===== src/rtl/dna_reader.sv =====
// Sequencer for the DNA_PORT serial interface: loads the device DNA, shifts it
// out MSB-first into dna_value, and raises dna_valid once the read is complete.
module dna_reader #(
  parameter int DW   = 57,
  parameter int DIV  = 4,
  parameter int AUTO = 1
) (
  input  logic          clk,
  input  logic          rst,
  input  logic          start,
  input  logic          dna_dout,
  output logic          dna_clk,
  output logic          dna_read,
  output logic          dna_shift,
  output logic [DW-1:0] dna_value,
  output logic          dna_valid,
  output logic          busy
);

  localparam int BCW = $clog2(DW + 1);
  localparam int DCW = $clog2(DIV + 1);
  localparam logic [DCW-1:0] DIV_LAST = DCW'(DIV - 1);
  localparam logic [BCW-1:0] BIT_LAST = BCW'(DW);

  typedef enum logic [1:0] {IDLE, LOAD, SHIFT, DONE} state_t;

  state_t         state;
  logic [DCW-1:0] div_cnt;
  logic [BCW-1:0] bit_cnt;

  // NOTE: every register here is assigned with <= so all of them update
  // together from the same pre-edge values; blocking assignments in a
  // clocked block would make later statements see half-updated state.
  always_ff @(posedge clk) begin
    if (rst) begin
      state     <= (AUTO != 0) ? LOAD : IDLE;
      div_cnt   <= '0;
      bit_cnt   <= '0;
      dna_clk   <= 1'b0;
      dna_read  <= 1'b0;
      dna_shift <= 1'b0;
      // NOTE: dna_value is a datapath register but is published on the system
      // bus, so it is cleared on reset rather than left holding stale data.
      dna_value <= '0;
      dna_valid <= 1'b0;
      busy      <= 1'b0;
    end else begin
      case (state)
        IDLE, DONE: begin
          if (start) begin
            state     <= LOAD;
            div_cnt   <= '0;
            dna_clk   <= 1'b0;
            dna_read  <= 1'b1;
            dna_valid <= 1'b0;
            busy      <= 1'b1;
          end
        end

        LOAD: begin
          if (!busy) begin
            // Arrived here straight from reset: arm outputs as a start would.
            dna_read <= 1'b1;
            busy     <= 1'b1;
          end else if (div_cnt == DIV_LAST) begin
            div_cnt <= '0;
            if (dna_clk) begin
              dna_clk   <= 1'b0;
              dna_read  <= 1'b0;
              dna_shift <= 1'b1;
              bit_cnt   <= '0;
              state     <= SHIFT;
            end else begin
              dna_clk <= 1'b1;
            end
          end else begin
            div_cnt <= div_cnt + DCW'(1);
          end
        end

        SHIFT: begin
          if (div_cnt == DIV_LAST) begin
            div_cnt <= '0;
            if (!dna_clk) begin
              // Last clk of the low phase: capture the bit before the rising edge.
              dna_value <= {dna_value[DW-2:0], dna_dout};
              bit_cnt   <= bit_cnt + BCW'(1);
              dna_clk   <= 1'b1;
            end else begin
              dna_clk <= 1'b0;
              if (bit_cnt == BIT_LAST) begin
                dna_shift <= 1'b0;
                dna_valid <= 1'b1;
                busy      <= 1'b0;
                state     <= DONE;
              end
            end
          end else begin
            div_cnt <= div_cnt + DCW'(1);
          end
        end

        default: state <= IDLE;
      endcase
    end
  end

endmodule


===== config.mk =====
export PLATFORM = sky130hd
export DESIGN_NAME = dna_reader
export DESIGN_NICKNAME = d
export VERILOG_FILES = /design/src/rtl/dna_reader.sv
export SDC_FILE = /design/constraint.sdc
export NUM_CORES = 1
export LEC_CHECK = 0
export CORE_UTILIZATION = 44
export CTS_CLUSTER_SIZE = 12
export DETAILED_ROUTE_END_ITERATION = 8
export MAX_ROUTING_LAYER = met4
export PLACE_DENSITY_LB_ADDON = 0.15
export SLEW_MARGIN = 40
export SYNTH_ARGS = -nofsm -noshare
export SYNTH_HDL_FRONTEND = slang
export SYNTH_SLANG_ARGS = --single-unit

===== constraint.sdc =====
create_clock -name clk -period 1.85 [get_ports clk]
set_clock_uncertainty 0.2 [all_clocks]
set_input_delay 0.4625 -clock clk [delete_from_list [all_inputs] [get_ports clk]]
set_output_delay 0.4625 -clock clk [all_outputs]
set_load 0.005 [all_outputs]

* After elaboration in Yosys (flattened, before gate mapping) *
Cells that the tools add are included.

storage, ports and cells
  register bits after elaboration = 73
  bits in latches = 0
  memory bits (writable) = 0
  ROM bits = 0
  bits of input ports = 4
  output and inout bits = 62
  word-level logic and storage cells = 80
  memories kept = 0

operators by class
  add/subtract/negate cells = 2
  $mul = 0
  divide/modulo/power cells = 0
  $lt $le $gt $ge = 0
  equality and inequality tests = 15
  shift-type cells = 0
  multiplexer cells = 40
  bitwise operators = 1
  reduce and logical (&&, ||, !) cells = 13

operators by type and width
  kind                 count
  $mux 6               5
  $mux 1               17
  $ne 2x2->1 const B   8
  $mux 2               7
  $reduce_and 7->1     2
  $pmux 6 s2           1
  $mux 3               3
  $pmux 3 s3           1
  $reduce_and 4->1     2
  $add 6x1->6 const B  1
  $eq 6x6->1 const B   1
  $ne 3x3->1 const B   2
  $pmux 1 s2           3
  $pmux 1 s3           2
  $pmux 2 s3           1
  $reduce_and 6->1     1
  $reduce_bool 2->1    3
  $reduce_and 5->1     1
  $eq 2x2->1 const B   2
  $add 3x1->3 const B  1
  $eq 3x2->1 const B   1
  $reduce_and 3->1     1
  $eq 2x1->1 const B   1
  $logic_not 2->1      1
  other kinds (3)      3

* Longest topological paths before layout *
  depth in word-level cells = 5
  depth in mapped cells = 8
  gate-level depth less buffers = 6

* Worst setup path before layout *
No wires, ideal clock.

  kind = register to register
  start point = register state[0]
  end point = register state[1]
  arrival = 1.634 ns
  data required time = 1.529 ns
  slack = -0.104 ns
  stages on the path, launching flop included = 7
  cell sequence = dfxtp_1 -> inv_1 -> ha_1 -> nor2b_1 -> or2_1 -> a21o_1 -> mux2_2

between the ends
  cells in the longest elaborated chain, start to end = 4

ends and longest elaborated chain
  what                                           RTL line  source
  start: declaration                             27        state_t state;
  start signal: assignment                       36        state <= (AUTO != 0) ? LOAD : IDLE;
  $eq 2x2->1 or $logic_not 2->1 (tied branches)  48        case (state)
  $reduce_or 2->1                                48
  $ne 2x2->1 (no source line)                    -
  $reduce_and 7->1 (no source line)              -

Parallel ways exist; a longest one is shown, timed or not.
A chain may end at the register's enable or synchronous reset.

* Final worst setup path *
  start point = register state[0]
  end point = register bit_cnt[2]

between the ends
  cells in the longest elaborated chain, start to end = 3

ends and longest elaborated chain
  what                                                              RTL line  source
  $eq 2x2->1 or $eq 2x1->1 (tied branches)                          48
  $ne 2x2->1 (no source line) or $reduce_bool 2->1 (tied branches)  -
  $reduce_and 6->1 (no source line)                                 -
  end signal: assignment                                            87        bit_cnt <= bit_cnt + BCW'(1);
  end: declaration                                                  29        logic [BCW-1:0] bit_cnt;

Parallel ways exist; a longest one is shown, timed or not.

==> out/qor.yml <==
worst_hold_path:
  hp-class: "flip-flop to flip-flop"
  hp-start: "dna_value[26]$_SDFFE_PP0P_"
route:
  vias_per_cell: 5.00
  vias: 2613
  drt_iter0_drc: 149
  postRouteAntennaNets: 0
  drcViolationCount: 0
  routed_wl_mm: 7.02
  dr.pass1.iters: 4
  routedWlPerCell_microns: 13.4
yosys:
  synth_area_sq_um: 2840
  netlist_top_cells_count: "nand2_1 (119), dfxtp_1 (73), a21oi_1 (62), nor2_1 (14), clkbuf_1 (12)"
  synth_largest_area_cell: "dfxtp_1"
  netlist_instances: 347
  synth.top_cell.area_share_pct: 51.5
  synth_edf_count: 0
  synth_most_common_cell: "nand2_1"
  yosysUniqueCellTypes: 36
  ys.warnings.count: 0
  synth.net_count: 357
  synth-main-ff-cell: "dfxtp_1"
  seq_area_frac_synth_pct: 51.5
  synth_area_leaders: "dfxtp_1 (51%), nand2_1 (16%), a21oi_1 (11%), ha_1 (2.6%), nor2_1 (1.9%)"
  ys_async_sr_fraction_pct: 0
  ys_seq_elements: 73
  synth_area_per_cell_sq_um: 8.18
pwr:
  power.total_mw: 3.28
  power_density_nw_per_um2: 773
  p_leak_nw: 2.22
  ir_worst_vdd_v: 0.000502
critical_path:
  worstReg2RegStart: "state[0]$_SDFFE_PP1P_"
  worstSetupEndpointType: "flip-flop"
  critPathCapture: "bit_cnt[2]$_SDFFE_PP0P_"
  r2r-end: "bit_cnt[2]$_SDFFE_PP0P_"
  required_ps: 1880
  worstSetupStartpointType: "flip-flop"
  rrSetupSlack_ps: 50
  worstPathArrival_ps: 1830
  crit_type: "flip-flop to flip-flop"
  setup.worst_path.start: "state[0]$_SDFFE_PP1P_"
  worstRegToRegCells: 7
  crit_fanout: 5
run_status:
  outcome: "finished clean"
clock_network:
  cts_tree: "built"
  clk_path_buf_depth: 2
  path_clk_slew_ps: 70
  htree_levels: 3
  numCtsBuffers: 9
  clockRootBuffer: "clkbuf_8"
  clkLatencyLatePin_ps: 330
  hold_buffers: 0
  cts.sinks: 73
floorplanning:
  fp-row-count: 28
  die_w_microns: 82.3
  dieArea_sq_um: 6780
  start_util_pct: 46.8
  ios: 66
  chipHeight_microns: 82.3
  core_area_sq_um: 6060
cells_and_area:
  drive_gt1_share_pct: 27.7
  syn2layout_area_growth_pct: 49.5
  layout.nets: 454
  postLayoutCoreUtil_pct: 70.0
  antenna_cells: 0
  fin_area_sq_um: 4250
  layout.cells.non_filler: 523
global_route:
  grt_pass1_vias: 2348
  grt_max_degree: 46
  grt_usage_pct: 21.1
  antenna_found_initial: 0
  gr-total-overflow: 0
  grt_pass1_wl_mm: 10.5
timing:
  min_period_ps: 1800
  fin_setup_tns_ps: 0
  relSlewSlack_pct: 76.4
  finalSetupViolCount: 0
  holdWs_ps: 253
  hold_viol: 0
  finalMaxSlewViolations: 0
  max_freq_mhz: 556
  final.setup.worst_slack_ps: 50.8
  period_share_pct: 97.3
  worst_slew_pin_slew_ps: 354
  rsz0062_at_grt: "yes"
placement:
  placed_cells: 486
  dp_hpwl_mm: 4.10
  placed_area_sq_um: 3700
  pre_cts_ws_ps: -149
  io_buffers: 65
  gp_congestion: 0.817
job:
  maxCapViolCount: 0
[final cells by class]
class                           instances  area [sq um]
Clock buffer                           11           141
Clock inverter                          4          76.3
Fill cell                             503          1820
Inverter                                3          11.3
Multi-Input combinational cell        248          1300
Sequential cell                        73          1540
Tap cell                               75          93.8
Timing Repair Buffer                  109          1090
[worst max-delay path, cell delays in order, from the launching register on]
cell and delay (ps):
dfxtp_4 360, inv_1 90, ha_4 140, and4b_2 250, buf_4 160, o211ai_1 220
xor2_1 200, nor2_1 60
[routing by layer]
layer | track usage, % | part of all wire [%] | vias to the layer above
li1 | - | - | 1335
met1 | 25.7 | 46 | 1215
met2 | 33.4 | 48 | 56
met3 | 6.70 | 4.9 | 7
met4 | 6.32 | 0.87 | 0
met5 | - | 0 | -
[what timing repair did]
item / in CTS / in global routing
pin swaps: 0 / 4
setup buffers: 11 / 8
gates cloned: 0 / 3
endpoints found under the setup margin: 61 / 93
resized for setup: 87 / 36
[registers in the layout, summed over array words and instances, names as in the netlist]
register   flops
state          2
busy           1
dna_shift      1
div_cnt        3
dna_read       1
dna_value     57
dna_valid      1
dna_clk        1
bit_cnt        6
[cells by family after synthesis]
| kind of cell | synth area share (%) |
|---|---|
| multiplexers | 1.45 |
| flip-flops | 51.5 |
| AND/OR/NAND/NOR | 23.7 |
| buffers and inverters | 4.14 |
| XOR/XNOR | 1.54 |
| AO/OA/AOI/OAI | 15.0 |
| adder cells (fa/ha/maj) | 2.64 |
[worst min path at each step]
stage	endpoint	slack, ps	depth (start not counted)
floorplan	dna_value[56]$_SDFFE_PP0P_	250	2
detailed placement	dna_value[56]$_SDFFE_PP0P_	250	2
global placement	dna_value[56]$_SDFFE_PP0P_	250	2
CTS	dna_value[22]$_SDFFE_PP0P_	250	2
finish	dna_value[27]$_SDFFE_PP0P_	250	2
global route	dna_value[10]$_SDFFE_PP0P_	270	2
[cells in the final DEF (no fill, tap or decap), types with 4 or more instances in the layout]
master / synthesis / layout
a21oi_1: 62 / 62
buf_4: 0 / 37
clkbuf_8: 0 / 10
dfxtp_1: 73 / 18
dfxtp_2: 0 / 52
dlygate4sd2_1: 0 / 33
dlymetal6s2s_1: 0 / 29
nand2_1: 119 / 119
nor2_1: 14 / 14
nor2b_1: 5 / 4
xor2_1: 5 / 5
[power breakdown]
| part | internal, mW | switching [mW] | total (mW) |
|---|---|---|---|
| Clock | 0.795 | 0.582 | 1.38 |
| Sequential | 1.60 | 0.0274 | 1.63 |
| Combinational | 0.144 | 0.136 | 0.280 |
No activity file was read; power rests on OpenSTA's default activity.
